<file path="config.mk">
export PLATFORM = sky130hd
export DESIGN_NAME = serial_adder_flat
export DESIGN_NICKNAME = d
export VERILOG_FILES = /design/src/rtl/serial_adder_if.sv /design/src/rtl/serial_adder.sv /design/src/flat_wrapper.sv
export SDC_FILE = /design/constraint.sdc
export NUM_CORES = 1
export LEC_CHECK = 0
export ABC_CLOCK_PERIOD_IN_PS = 4300
export CAP_MARGIN = 25
export CORE_UTILIZATION = 30
export CTS_CLUSTER_SIZE = 20
export DETAILED_ROUTE_END_ITERATION = 12
export GPL_ROUTABILITY_DRIVEN = 0
export SLEW_MARGIN = 20
export SYNTH_ARGS = -nofsm -noshare
export SYNTH_HDL_FRONTEND = slang
export SYNTH_SLANG_ARGS = --single-unit
</file>
<file path="constraint.sdc">
create_clock -name clk -period 4.3 [get_ports clk]
set_clock_uncertainty 0.1 [all_clocks]
set_input_delay 0.86 -clock clk [delete_from_list [all_inputs] [get_ports clk]]
set_output_delay 0.86 -clock clk [all_outputs]
set_load 0.01 [all_outputs]
</file>
<file path="src/rtl/serial_adder_if.sv">
// Start/done handshake and operand/result bus of the serial adder.
// The controller drives through master; the adder sits on slave.
interface serial_adder_if #(
  parameter int WIDTH = 8
);
  logic             start;
  logic [WIDTH-1:0] a;
  logic [WIDTH-1:0] b;
  logic             cin;
  logic             busy;
  logic             done;
  logic [WIDTH-1:0] sum;
  logic             cout;
  logic             overflow;

  modport master (
    output start, a, b, cin,
    input  busy, done, sum, cout, overflow
  );

  modport slave (
    input  start, a, b, cin,
    output busy, done, sum, cout, overflow
  );
endinterface

</file>
<file path="src/rtl/serial_adder.sv">
// Multi-cycle adder: consumes STEP bits per clock through a one-bit carry
// register, taking WIDTH/STEP clocks per addition behind a start/done handshake.
module serial_adder #(
  parameter int WIDTH = 8,
  parameter int STEP  = 1
) (
  input logic           clk,
  input logic           rst_n,
  serial_adder_if.slave bus
);

  localparam int N  = WIDTH / STEP;
  localparam int CW = (N > 1) ? $clog2(N) : 1;

  localparam logic [1:0] S_IDLE = 2'd0;
  localparam logic [1:0] S_RUN  = 2'd1;
  localparam logic [1:0] S_DONE = 2'd2;

  logic [1:0]       r_state;
  logic [WIDTH-1:0] r_a;
  logic [WIDTH-1:0] r_b;
  logic [WIDTH-1:0] r_acc;
  logic [WIDTH-1:0] r_sum;
  logic             r_carry;
  logic             r_cout;
  logic             r_ovf;
  logic             r_done;
  logic             r_a_msb;
  logic             r_b_msb;
  logic [CW-1:0]    r_cnt;

  logic [STEP:0]    w_slice;
  logic [WIDTH-1:0] w_acc_next;
  logic             w_last;

  assign w_slice = {1'b0, r_a[STEP-1:0]} + {1'b0, r_b[STEP-1:0]}
                 + {{STEP{1'b0}}, r_carry};
  assign w_last  = (r_cnt == CW'(N - 1));

  // Partial sums enter at the MSB end so the result is aligned after N shifts.
  generate
    if (STEP == WIDTH) begin : g_full
      assign w_acc_next = w_slice[STEP-1:0];
    end else begin : g_shift
      assign w_acc_next = {w_slice[STEP-1:0], r_acc[WIDTH-1:STEP]};
    end
  endgenerate

  always_ff @(posedge clk or negedge rst_n) begin
    if (!rst_n) begin
      r_state <= S_IDLE;
      r_a     <= '0;
      r_b     <= '0;
      r_acc   <= '0;
      r_sum   <= '0;
      r_carry <= 1'b0;
      r_cout  <= 1'b0;
      r_ovf   <= 1'b0;
      r_done  <= 1'b0;
      r_a_msb <= 1'b0;
      r_b_msb <= 1'b0;
      r_cnt   <= '0;
    end else begin
      r_done <= 1'b0;
      case (r_state)
        S_IDLE, S_DONE: begin
          if (bus.start) begin
            r_a     <= bus.a;
            r_b     <= bus.b;
            r_carry <= bus.cin;
            r_a_msb <= bus.a[WIDTH-1];
            r_b_msb <= bus.b[WIDTH-1];
            r_cnt   <= '0;
            r_state <= S_RUN;
          end else begin
            r_state <= S_IDLE;
          end
        end
        S_RUN: begin
          r_acc   <= w_acc_next;
          r_a     <= r_a >> STEP;
          r_b     <= r_b >> STEP;
          r_carry <= w_slice[STEP];
          r_cnt   <= r_cnt + CW'(1);
          // Overflow uses the original operand MSBs; the shifted copies are gone.
          if (w_last) begin
            r_sum   <= w_acc_next;
            r_cout  <= w_slice[STEP];
            r_ovf   <= (r_a_msb == r_b_msb) && (w_acc_next[WIDTH-1] != r_a_msb);
            r_done  <= 1'b1;
            r_state <= S_DONE;
          end
        end
        default: r_state <= S_IDLE;
      endcase
    end
  end

  assign bus.busy     = (r_state == S_RUN);
  assign bus.done     = r_done;
  assign bus.sum      = r_sum;
  assign bus.cout     = r_cout;
  assign bus.overflow = r_ovf;

endmodule

</file>
<file path="src/flat_wrapper.sv">
// flat-port wrapper written by rule: the top's interface ports become plain ports
module serial_adder_flat 
#(
  parameter int WIDTH = 8,
  parameter int STEP  = 1
)
  (clk, rst_n, bus_start, bus_a, bus_b, bus_cin, bus_busy, bus_done, bus_sum, bus_cout, bus_overflow);
  serial_adder_if #(.WIDTH(WIDTH)) bus_i ();
  input logic clk;
  input logic rst_n;
  input wire logic [$bits(bus_i.start)-1:0] bus_start;
  input wire logic [$bits(bus_i.a)-1:0] bus_a;
  input wire logic [$bits(bus_i.b)-1:0] bus_b;
  input wire logic [$bits(bus_i.cin)-1:0] bus_cin;
  output wire logic [$bits(bus_i.busy)-1:0] bus_busy;
  output wire logic [$bits(bus_i.done)-1:0] bus_done;
  output wire logic [$bits(bus_i.sum)-1:0] bus_sum;
  output wire logic [$bits(bus_i.cout)-1:0] bus_cout;
  output wire logic [$bits(bus_i.overflow)-1:0] bus_overflow;
  assign bus_i.start = bus_start;
  assign bus_i.a = bus_a;
  assign bus_i.b = bus_b;
  assign bus_i.cin = bus_cin;
  assign bus_busy = bus_i.busy;
  assign bus_done = bus_i.done;
  assign bus_sum = bus_i.sum;
  assign bus_cout = bus_i.cout;
  assign bus_overflow = bus_i.overflow;
  serial_adder #(.WIDTH(WIDTH), .STEP(STEP)) u_core (.clk(clk), .rst_n(rst_n), .bus(bus_i));
endmodule
</file>
==> flow_metrics.env <==
export IMPL_outcome="completed"
export IMPL_synth_cells=172
export IMPL_drive_gt1_share_pct=8.91
export IMPL_groute_usage_overall_pct=11.9
export IMPL_port_buffers=31
export IMPL_grt_pass1_vias=1261
export IMPL_final_hold_violation_count=0
export IMPL_synth_area_top_cells="dfrtp_1 60%, nand2_1 13%, a31oi_1 5.4%, mux2_2 4.5%, nor2_1 3.7%"
export IMPL_hold_buffers=0
export IMPL_whs_endpoint="u_core.bus.overflow$_DFFE_PN0P_"
export IMPL_cp_start_kind="flip-flop"
export IMPL_drc_errors=0
export IMPL_grt_busiest_layer="met2"
export IMPL_synth_seq_cells=42
export IMPL_yosysSeqAreaShare_pct=60.3
export IMPL_cp_required_ns=3.34
export IMPL_routed_wl_mm=3.13
export IMPL_rows=27
export IMPL_clockBufferDepth=2
export IMPL_io_pins=32
export IMPL_rsz0062_at_grt="no"
export IMPL_vias=1261
export IMPL_setup_viol=0
export IMPL_slew_headroom_pct=53.3
export IMPL_post_cts_resized=0
export IMPL_die_w_um=78.2
export IMPL_holdPathStages=2
export IMPL_drv_cap=0
export IMPL_hpwl_mm=2.05
export IMPL_post_route_period_util_pct=67.5
export IMPL_core_area_um2=5540
export IMPL_path_clk_slew_ns=0.08
export IMPL_max_freq_mhz=344
export IMPL_nets=225
export IMPL_cp_end_kind="output pin"
export IMPL_multi_input_area_um2=617
export IMPL_setup_tns_ns=0
export IMPL_reg2reg_slack_ns=2.40
export IMPL_ys_warn_count=0
export IMPL_worstMarginPinSlew_ns=0.700
export IMPL_overflow=0
export IMPL_powerDensity_nw_per_um2=724
export IMPL_dieArea_um2=6110
export IMPL_wire_per_inst_um=11.4
export IMPL_final_cells=274
export IMPL_min_path_type="reg -> reg"
export IMPL_cp_arrival_ns=1.94
export IMPL_firstDrtPassIters=4
export IMPL_start_util_pct=31.4
export IMPL_leakagePower_nw=1.02
export IMPL_syn_avg_cell_area_um2=10.1
export IMPL_crit_reg2reg_capture="u_core.bus.sum[6]$_DFFE_PN0P_"
export IMPL_dp_cells=266
export IMPL_seqCellArea_um2=1050
export IMPL_cts_setup_buffers=0
export IMPL_cts_tree="done"
export IMPL_grt_pass1_wl_mm=5.61
export IMPL_synthDistinctLibCells=21
export IMPL_period_minus_slack_ns=2.90
export IMPL_yosysTopAreaCell="dfrtp_1"
export IMPL_vias_per_cell=4.60
export IMPL_ant_nets=0
export IMPL_synthToLayoutAreaGrowth_pct=28.0
export IMPL_maxSlewViolCount=0
export IMPL_critPathKind="reg -> out"
export IMPL_rr_startpoint="u_core.r_cnt[0]$_DFFE_PN0P_"
export IMPL_antenna_found_initial=0
export IMPL_synthDominantCellAreaShare_pct=60.3
export IMPL_insertion_delay_ns=0.29
export IMPL_ir_worst_vdd_v=0.000272
export IMPL_n_antenna_cell=0
export IMPL_cts_root_buf="clkbuf_8"
export IMPL_grt_use_met1_pct=14.8
export IMPL_n_fill_cell=566
export IMPL_drt_iter0_drc=25
export IMPL_netlist_area_um2=1740
export IMPL_grt_use_met3_pct=3.49
export IMPL_die_h_um=78.2
export IMPL_syn_nets=195
export IMPL_cts_sinks=42
export IMPL_use_met2_pct=18.9
export IMPL_cts_buffers=5
export IMPL_cp_max_fo=41
export IMPL_hold_start="u_core.bus.overflow$_DFFE_PN0P_"
export IMPL_ff2ff_path_depth=4
export IMPL_grt_start_max_net_pins=43
export IMPL_htreeDepth=2
==> worst max-delay path: stages, from the launching register on <==
cell,delay [ns]
dfrtp_1,0.37
nand2b_1,0.13
buf_4,0.24
inv_1,0.29
clkdlybuf4s50_1,0.61
==> layer usage <==
layer	share of wire, %	up-vias
met5	0	-
met4	2.3	0
met3	4.5	8
met2	44	31
met1	49	599
li1	-	623
==> power by group <==
group / total [W] / internal, W / switching, W
registers: 0.000682 / 0.000581 / 0.000101
logic: 0.000613 / 0.000300 / 0.000313
clock network: 0.000319 / 0.000186 / 0.000133
total: 0.00161 / 0.00107 / 0.000547
==> registers in the layout, indices dropped and copies added, names as in the netlist <==
| signal | cells |
|---|---|
| u_core.r_state | 2 |
| u_core.bus.cout | 1 |
| u_core.r_a | 8 |
| u_core.bus.overflow | 1 |
| u_core.r_a_msb | 1 |
| u_core.bus.done | 1 |
| u_core.bus.sum | 8 |
| u_core.r_cnt | 3 |
| u_core.r_carry | 1 |
| u_core.r_acc | 7 |
| u_core.r_b | 8 |
| u_core.r_b_msb | 1 |
==> cells in the final DEF (no fill, tap or decap), drive strengths merged <==
cell type	instances
nand2	58
dfrtp	42
clkdlybuf4s50	30
nor2	17
a31oi	15
mux2	9
clkbuf	6
a22o	4
buf	4
inv	3
o21ai	3
nand2b	2
ha	2
nand3b	1
nor2b	1
and3b	1
a21oi	1
nand3	1
fa	1
bufinv	1
==> Yosys cell counts <==
library cell and instances:
buf_4 2, a31oi_1 15, o21ai_0 3, buf_6 1, nor2b_1 1, mux2_1 2
dfrtp_1 42, and3b_1 1, nand2b_1 2, mux2_2 7, inv_1 3, nand3b_1 1
a22o_1 4, fa_1 1, clkbuf_1 3, buf_2 5, a21oi_1 1, ha_1 2
nor2_1 17, nand3_1 1, nand2_1 58
==> cell type report <==
type	count	share of cell area, %
Timing Repair Buffer	34	15.6
Tap cell	72	4.04
Sequential cell	42	47.1
Multi-Input combinational cell	116	27.7
Inverter	3	0.505
Clock buffer	6	3.70
Clock inverter	1	1.35
==> per-stage QoR <==
step | setup slack (ns) | area (um2) | util, % | hold slack (ns) | total power (W)
2_1_floorplan | 2.50 | 1740 | - | 0.342 | 0.00110
3_3_place_gp | 1.73 | 2090 | 37.7 | 0.361 | 0.00129
6_report | 1.40 | 2230 | 40.2 | 0.380 | 0.00161
3_5_place_dp | 1.71 | 2090 | 37.7 | 0.369 | 0.00131
5_1_grt | 1.25 | 2230 | 40.2 | 0.406 | 0.00175
4_1_cts | 1.37 | 2200 | 39.7 | 0.387 | 0.00164
==> how the worst max path moves through the flow <==
stage	startpoint	endpoint	slack (ns)
CTS	u_core.r_state[1]$_DFFE_PN0P_	bus_busy	1.37
global route	u_core.r_state[0]$_DFFE_PN0P_	bus_busy	1.25
finish	u_core.r_state[1]$_DFFE_PN0P_	bus_busy	1.40
floorplan	u_core.r_state[1]$_DFFE_PN0P_	bus_busy	2.50
detailed placement	u_core.r_state[1]$_DFFE_PN0P_	bus_busy	1.71
global placement	u_core.r_state[1]$_DFFE_PN0P_	bus_busy	1.73
==> logic make-up after synthesis <==
family | after synthesis | share of synthesized area, %
and+or+nand+nor | 81 | 18.5
DFF | 42 | 60.3
AOI/OAI and AO/OA | 23 | 8.55
buffers and inverters | 14 | 4.24
muxes | 9 | 5.82
adders and majority gates | 3 | 2.59
Note: power is estimated with default switching activity, not from simulation.
